**src/rtl/change_dispenser.sv**
```systemverilog
// change_dispenser
//
// Turns a latched amount in cents into a stream of quarters, dimes and
// nickels. Coins are chosen greedily and handed out one per coin_valid /
// coin_ready handshake. Per-coin counts and a done/err status are reported
// for each transaction.
//
// Optional feature macro: COIN_INV_EN adds a coin inventory. It provides
// three stock registers, loaded in IDLE, that limit which coins may be issued.
//
// Ports:
//   clk, reset              rising-edge clock, synchronous active-high reset
//   start, amount           request and change owed (sampled in IDLE only)
//   coin_ready              actuator accepts the presented coin
//   coin_valid, coin_type   presented coin (00 none, 01 N, 10 D, 11 Q)
//   busy                    high in CHECK and DISP
//   done, err               one-cycle completion pulse and its abort flag
//   q_cnt, d_cnt, n_cnt     coins dispensed in the current/last transaction
//   stock_load, stock_q/d/n (COIN_INV_EN only) inventory load in IDLE
module change_dispenser #(
    parameter int AMT_W = 8,
    parameter int CNT_W = 4
) (
    input  logic             clk,
    input  logic             reset,
    input  logic             start,
    input  logic [AMT_W-1:0] amount,
    input  logic             coin_ready,
`ifdef COIN_INV_EN
    input  logic             stock_load,
    input  logic [CNT_W-1:0] stock_q,
    input  logic [CNT_W-1:0] stock_d,
    input  logic [CNT_W-1:0] stock_n,
`endif
    output logic             coin_valid,
    output logic [1:0]       coin_type,
    output logic             busy,
    output logic             done,
    output logic             err,
    output logic [CNT_W-1:0] q_cnt,
    output logic [CNT_W-1:0] d_cnt,
    output logic [CNT_W-1:0] n_cnt
);

    typedef enum logic [1:0] {
        S_IDLE  = 2'd0,
        S_CHECK = 2'd1,
        S_DISP  = 2'd2,
        S_FIN   = 2'd3
    } state_t;

    localparam logic [1:0] COIN_NONE = 2'b00;
    localparam logic [1:0] COIN_N    = 2'b01;
    localparam logic [1:0] COIN_D    = 2'b10;
    localparam logic [1:0] COIN_Q    = 2'b11;

    localparam logic [AMT_W-1:0] VAL_N = AMT_W'(5);
    localparam logic [AMT_W-1:0] VAL_D = AMT_W'(10);
    localparam logic [AMT_W-1:0] VAL_Q = AMT_W'(25);
    localparam logic [CNT_W-1:0] CNT_MAX = '1;
    localparam logic [CNT_W-1:0] CNT_ONE = CNT_W'(1);

    state_t           state_q, state_d;
    logic [AMT_W-1:0] rem_q, rem_d;
    logic [CNT_W-1:0] q_cnt_q, q_cnt_d;
    logic [CNT_W-1:0] d_cnt_q, d_cnt_d;
    logic [CNT_W-1:0] n_cnt_q, n_cnt_d;
    logic             err_q, err_d;

    logic             q_avail, d_avail, n_avail;
    logic [1:0]       cand;
    logic             sel_ok;
    logic [AMT_W-1:0] sel_val;

`ifdef COIN_INV_EN
    logic [CNT_W-1:0] inv_q_q, inv_q_d;
    logic [CNT_W-1:0] inv_d_q, inv_d_d;
    logic [CNT_W-1:0] inv_n_q, inv_n_d;

    assign q_avail = (inv_q_q != '0);
    assign d_avail = (inv_d_q != '0);
    assign n_avail = (inv_n_q != '0);
`else
    assign q_avail = 1'b1;
    assign d_avail = 1'b1;
    assign n_avail = 1'b1;
`endif

    // Greedy pick: the largest coin that fits the remainder and is in stock.
    // An out-of-stock coin is simply skipped. A coin whose count has hit the
    // limit is not skipped: that ends the transaction with an error, so
    // counts can never wrap.
    always_comb begin
        cand    = COIN_NONE;
        sel_ok  = 1'b0;
        sel_val = '0;
        if (rem_q >= VAL_Q && q_avail) begin
            cand = COIN_Q;
        end else if (rem_q >= VAL_D && d_avail) begin
            cand = COIN_D;
        end else if (rem_q >= VAL_N && n_avail) begin
            cand = COIN_N;
        end
        case (cand)
            COIN_Q: begin
                sel_ok  = (q_cnt_q != CNT_MAX);
                sel_val = VAL_Q;
            end
            COIN_D: begin
                sel_ok  = (d_cnt_q != CNT_MAX);
                sel_val = VAL_D;
            end
            COIN_N: begin
                sel_ok  = (n_cnt_q != CNT_MAX);
                sel_val = VAL_N;
            end
            default: begin
                sel_ok  = 1'b0;
                sel_val = '0;
            end
        endcase
    end

    always_comb begin
        state_d = state_q;
        rem_d   = rem_q;
        q_cnt_d = q_cnt_q;
        d_cnt_d = d_cnt_q;
        n_cnt_d = n_cnt_q;
        err_d   = err_q;
`ifdef COIN_INV_EN
        inv_q_d = inv_q_q;
        inv_d_d = inv_d_q;
        inv_n_d = inv_n_q;
`endif
        case (state_q)
            S_IDLE: begin
`ifdef COIN_INV_EN
                if (stock_load) begin
                    inv_q_d = stock_q;
                    inv_d_d = stock_d;
                    inv_n_d = stock_n;
                end
`endif
                if (start) begin
                    rem_d   = amount;
                    q_cnt_d = '0;
                    d_cnt_d = '0;
                    n_cnt_d = '0;
                    err_d   = 1'b0;
                    state_d = S_CHECK;
                end
            end
            S_CHECK: begin
                if ((rem_q % VAL_N) != '0) begin
                    err_d   = 1'b1;
                    state_d = S_FIN;
                end else if (rem_q == '0) begin
                    state_d = S_FIN;
                end else begin
                    state_d = S_DISP;
                end
            end
            S_DISP: begin
                if (!sel_ok) begin
                    err_d   = 1'b1;
                    state_d = S_FIN;
                end else if (coin_ready) begin
                    rem_d = rem_q - sel_val;
                    case (cand)
                        COIN_Q: begin
                            q_cnt_d = q_cnt_q + CNT_ONE;
`ifdef COIN_INV_EN
                            inv_q_d = inv_q_q - CNT_ONE;
`endif
                        end
                        COIN_D: begin
                            d_cnt_d = d_cnt_q + CNT_ONE;
`ifdef COIN_INV_EN
                            inv_d_d = inv_d_q - CNT_ONE;
`endif
                        end
                        default: begin
                            n_cnt_d = n_cnt_q + CNT_ONE;
`ifdef COIN_INV_EN
                            inv_n_d = inv_n_q - CNT_ONE;
`endif
                        end
                    endcase
                    if (rem_d == '0) begin
                        state_d = S_FIN;
                    end
                end
            end
            S_FIN:   state_d = S_IDLE;
            default: state_d = S_IDLE;
        endcase
    end

    always_ff @(posedge clk) begin
        if (reset) begin
            state_q <= S_IDLE;
            rem_q   <= '0;
            q_cnt_q <= '0;
            d_cnt_q <= '0;
            n_cnt_q <= '0;
            err_q   <= 1'b0;
`ifdef COIN_INV_EN
            inv_q_q <= '0;
            inv_d_q <= '0;
            inv_n_q <= '0;
`endif
        end else begin
            state_q <= state_d;
            rem_q   <= rem_d;
            q_cnt_q <= q_cnt_d;
            d_cnt_q <= d_cnt_d;
            n_cnt_q <= n_cnt_d;
            err_q   <= err_d;
`ifdef COIN_INV_EN
            inv_q_q <= inv_q_d;
            inv_d_q <= inv_d_d;
            inv_n_q <= inv_n_d;
`endif
        end
    end

    assign coin_valid = (state_q == S_DISP) && sel_ok;
    assign coin_type  = coin_valid ? cand : COIN_NONE;
    assign busy       = (state_q == S_CHECK) || (state_q == S_DISP);
    assign done       = (state_q == S_FIN);
    assign err        = (state_q == S_FIN) && err_q;
    assign q_cnt      = q_cnt_q;
    assign d_cnt      = d_cnt_q;
    assign n_cnt      = n_cnt_q;

endmodule

```
**config.mk**
```make
export PLATFORM = sky130hd
export DESIGN_NAME = change_dispenser
export DESIGN_NICKNAME = d
export VERILOG_FILES = /design/src/rtl/change_dispenser.sv
export SDC_FILE = /design/constraint.sdc
export NUM_CORES = 1
export LEC_CHECK = 0
export BUFFER_PORTS_ARGS = -buffer_cell sky130_fd_sc_hd__buf_2
export CAP_MARGIN = 15
export CORE_MARGIN = 8
export CORE_UTILIZATION = 60
export CTS_CLUSTER_DIAMETER = 30
export DETAILED_ROUTE_END_ITERATION = 8
export PLACE_DENSITY = 0.82
export SETUP_SLACK_MARGIN = 0.2
export SLEW_MARGIN = 25
export SYNTH_ARGS = -nofsm -noshare
export SYNTH_HDL_FRONTEND = slang
export SYNTH_SLANG_ARGS = --single-unit
```
**constraint.sdc**
```tcl
create_clock -name clk -period 5.5 [get_ports clk]
set_input_delay 1.1 -clock clk [delete_from_list [all_inputs] [get_ports clk]]
set_output_delay 1.1 -clock clk [all_outputs]
set_load 0.05 [all_outputs]
```
==> impl_summary.txt <==
----------------------------------------------------
[Routing]
  Mean number of vias per cell ... between 6 and 7
  Wire length after detailed routing ... around 6.4 mm
  Number of vias after detailed routing ... approximately 2600
  DRC marker count from the first detailed-route iteration ... between 150 and 200
  Residual DRC count ... 0
  Routed len/inst ... 15.9 um
  Detailed-router iteration count before antenna repair ... 4
  Post-detailed-route count of antenna-violating nets ... 0

[Floorplanning]
  Total core area ... about 0.0043 mm2
  Site row count ... 24
  Starting utilization of the core area ... 61.2%
  Die extent in x ... between 80 and 90 um
  I/O pin cnt ... 30
  Die span in y ... 82.0 um
  Area of the die ... 0.00672 mm2

[GRT]
  Initial antenna violation count ... 0
  Wire length of the first global-routing pass ... approximately 11 mm
  Number of global-route vias before repair ... around 2400
  Tot GR Track Use ... about a fifth
  Gr ovfl total ... 0
  Largest net degree at the start of global routing ... 33

[Setup path]
  CP top delay family ... compound AO/OA/AOI/OAI gates
  Worst setup path class ... register to output pin
  Data required time of the critical path ... 4.40 ns
  Cell-by-cell listing of the critical path ... inv_1, or3_1, o21ai_0, a21oi_1, a31oi_1, or4_1, inv_1, ha_1, a21o_1, a32o_1, a32o_1, a211o_1, nor2_1, buf_2
  Endpoint class of the critical path ... output pin
  Worst Setup Start Kind ... register
  Buffer and inverter count on the worst path ... 3
  Crit path capture ... coin_type[0]
  Cell with the largest stage delay on the worst path ... dfxtp_2
  Largest fanout on the critical path ... 25
  Reg2Reg Depth ... 17
  Capturing point of the worst reg2reg path ... state_q[0]
  Crit. path cell count ... 14
  Worst reg2reg setup slack ... between 1 and 1.5 ns
  Launch point of the critical path ... rem_q[3]
  Data arrival time of the critical path ... approximately 3.7 ns
  Reg2reg start ... rem_q[4]
  Peak per-stage delay on the critical path ... 0.60 ns

[Run status]
  Run status ... finished, final reports clean

[Timing]
  RSZ-0062 raised after global routing ... no
  Final count of negative-setup-slack endpoints ... 0
  Final TNS setup ... 0 ns
  Fraction of the cycle the final worst path needs ... a little under 90%
  Slew @ Worst Pin ... 0.971 ns
  Slew margin rel. ... a little over a third
  Clock tree skew after final layout ... 0.0102 ns
  Shortest clock period the worst path allows after layout ... 4.79 ns
  Final hold vios ... 0
  Achievable Freq ... 209 MHz
  Final max-slew violation count ... 0

[Power and ir drop]
  Comb power frac ... between 70% and 80%
  Cell-internal power ... between 800 and 900 uW
  Total chip power ... around 1.9 mW
  Switching share of power ... approximately 57%
  Relative contribution of the clock network to total power ... 5.7%
  Max IR drop VDD ... ~450 uV
  NetSw ... 1.06 mW
  PwrDens ... 691 mW/mm2
  Leakage Power ... between 1 and 1.5 nW
  Share of power burned in registers ... a little under a fifth

[Min path]
  Type of the most critical hold path ... register to register

[Clock tree]
  CTS H-tree lvls ... 1
  Post-cts hold buffer count ... 0
  CTS Root Cell ... clkbuf_8
  Clock-pin slew reported for the worst setup and hold paths after clock tree synthesis ... about 0.090 ns
  Clock insertion delay at the later pin of the skew report ... ~0.27 ns
  Buffers from clock root to sink, at most ... 2
  Number of buffers created by CTS ... 3
  Setup Fix Bufs, Post-CTS ... 0
  CTS sink count ... 23
  Clock tree from TritonCTS ... yes

[Cells and area]
  Design area ... 0.00271 mm2
  Area overhead of the layout relative to synthesis ... 3.79%
  Cell Count, Final, Fillers Out ... between 400 and 500
  Number of inserted diodes ... 0
  Proportion of layout cells with a drive suffix above 1 ... 14.2%
  Number of nets in the layout ... 386
  Fillers ... around 380

[Logic synthesis]
  Top-area cell type share of the netlist area ... between 10% and 20%
  Unique cell type count in the Yosys netlist ... 73
  Cells taking the most area after synthesis ... dfxtp_1, ha_1, nor2_1
  Synthesized netlist net count ... 371
  Primary FF master, synth ... dfxtp_1
  Syn Inst Count ... ~340
  Mapped Avg Cell Area ... 7.74 um2
  Async SR Flop Fraction ... 0%
  Top cell type by total area after synthesis ... dfxtp_1
  Share of synthesized area occupied by flip-flops and latches ... ~18%
  Number of flops mapped to enable cells by yosys ... 0
  Combined area of all synthesized cells ... ~0.0026 mm2
  Flops & latches, synth ... 23
  Synthesis warning total ... 0

[Place]
  Final HPWL from detailed placement ... ~4.8 mm
  Weighted congestion reported at the end of routability-driven placement ... between 0.8 and 0.9
  Cell Area, Placed ... between 0.002 and 0.003 mm2
  Cell count after placement ... about 400
  Number of port buffers ... 29

[Run]
  Reported max-cap violation count ... 0

----------------------------------------------------
## metal layers
| metal | GRT usage [%] | wire, um | vias up |
|---|---|---|---|
| met5 | 0 | 0 | - |
| met4 | 7.54 | 148 | 0 |
| met3 | 1.53 | 251 | 15 |
| met2 | 33.9 | 3150 | 84 |
| met1 | 24.7 | 2860 | 1207 |
| li1 | - | - | 1262 |
## how the worst min path moves through the flow
stage	cells after the start	end	startpoint	slack (ns)
floorplan	2	err_q	err_q	0.44
global placement	2	err_q	err_q	0.46
detailed placement	2	err_q	err_q	0.47
CTS	2	err_q	err_q	0.48
global route	2	err_q	err_q	0.51
finish	2	err_q	err_q	0.48
## stage by stage
step | setup WS [ns] | hold WS [ns] | util [%]
final | 0.708 | 0.482 | 63.5
after global routing | 0.437 | 0.512 | 63.5
after CTS | 0.443 | 0.483 | 63.5
after detailed placement | 0.767 | 0.472 | 62.4
after global placement | 0.880 | 0.457 | 62.4
after floorplan | 1.03 | 0.443 | -
## cell type report
| type | instances | area [um2] | area share (%) |
|---|---|---|---|
| clock buffer | 4 | 45.0 | 1.66 |
| inverter | 24 | 90.1 | 3.33 |
| multi-input combinational | 270 | 1890 | 69.9 |
| sequential | 23 | 462 | 17.0 |
| tap | 52 | 65.1 | 2.40 |
| timing repair buffer | 30 | 153 | 5.64 |
## state kept, by name, indices dropped and copies added, names as in the netlist
register / count
d_cnt: 4
err_q: 1
n_cnt: 4
q_cnt: 4
rem_q: 8
state_q: 2
## power groups by stage
stage                     Sequential, mW  Clock, mW  Combinational, mW
after floorplan                    0.246          0               1.28
after global placement             0.332          0               1.37
after detailed placement           0.338          0               1.41
after CTS                          0.334      0.110               1.42
after global routing               0.352      0.115               1.60
final                              0.340      0.107               1.43
## cell usage after synthesis, drive strengths merged (3+ instances only)
cell type,count
o211ai,3
nor2,34
or3,6
dfxtp,23
nand2,24
buf,10
a21oi,23
nor3b,6
ha,21
nor3,7
nor4,6
a21boi,3
clkbuf,10
o21a,4
xor2,7
a22oi,3
a311oi,5
a311o,3
nand3,14
nor2b,6
mux2i,5
nand2b,7
inv,24
or4,3
a211oi,4
and3,3
xnor2,6
o21ai,17
nand3b,4
nand4,5
## worst min-delay path: stages (launching register included)
cell and delay, ns:
dfxtp_1 0.31, nand2b_1 0.06, mux2i_1 0.06
## kinds of logic (layout without fill, tap and decap cells)
group,count (synthesis),count (layout),share of synthesized area (%)
compound gates,91,91,26.1
xor+xnor,13,13,4.36
fa+ha+maj,22,22,10.8
buf+inv,44,58,9.78
flops,23,23,17.6
mux,5,5,1.92
simple gates,139,139,29.4
## timing repair
item	CTS	global route
gates resized for setup	0	1
hold endpoints to repair	0	0
endpoints found under the setup margin	0	3
## cell usage in the layout (no fill, tap or decap), drive strengths merged, types with 4 or more instances in the layout
master	synthesis	routed
a211oi	4	4
a21oi	23	23
a311oi	5	5
buf	10	30
clkbuf	10	4
dfxtp	23	23
ha	21	21
inv	24	24
mux2i	5	5
nand2	24	24
nand2b	7	7
nand3	14	14
nand3b	4	4
nand4	5	5
nor2	34	34
nor2b	6	6
nor3	7	7
nor3b	6	6
nor4	6	6
o21a	4	4
o21ai	17	17
or3	6	6
xnor2	6	6
xor2	7	7
No activity file was read; power rests on OpenSTA's default activity.
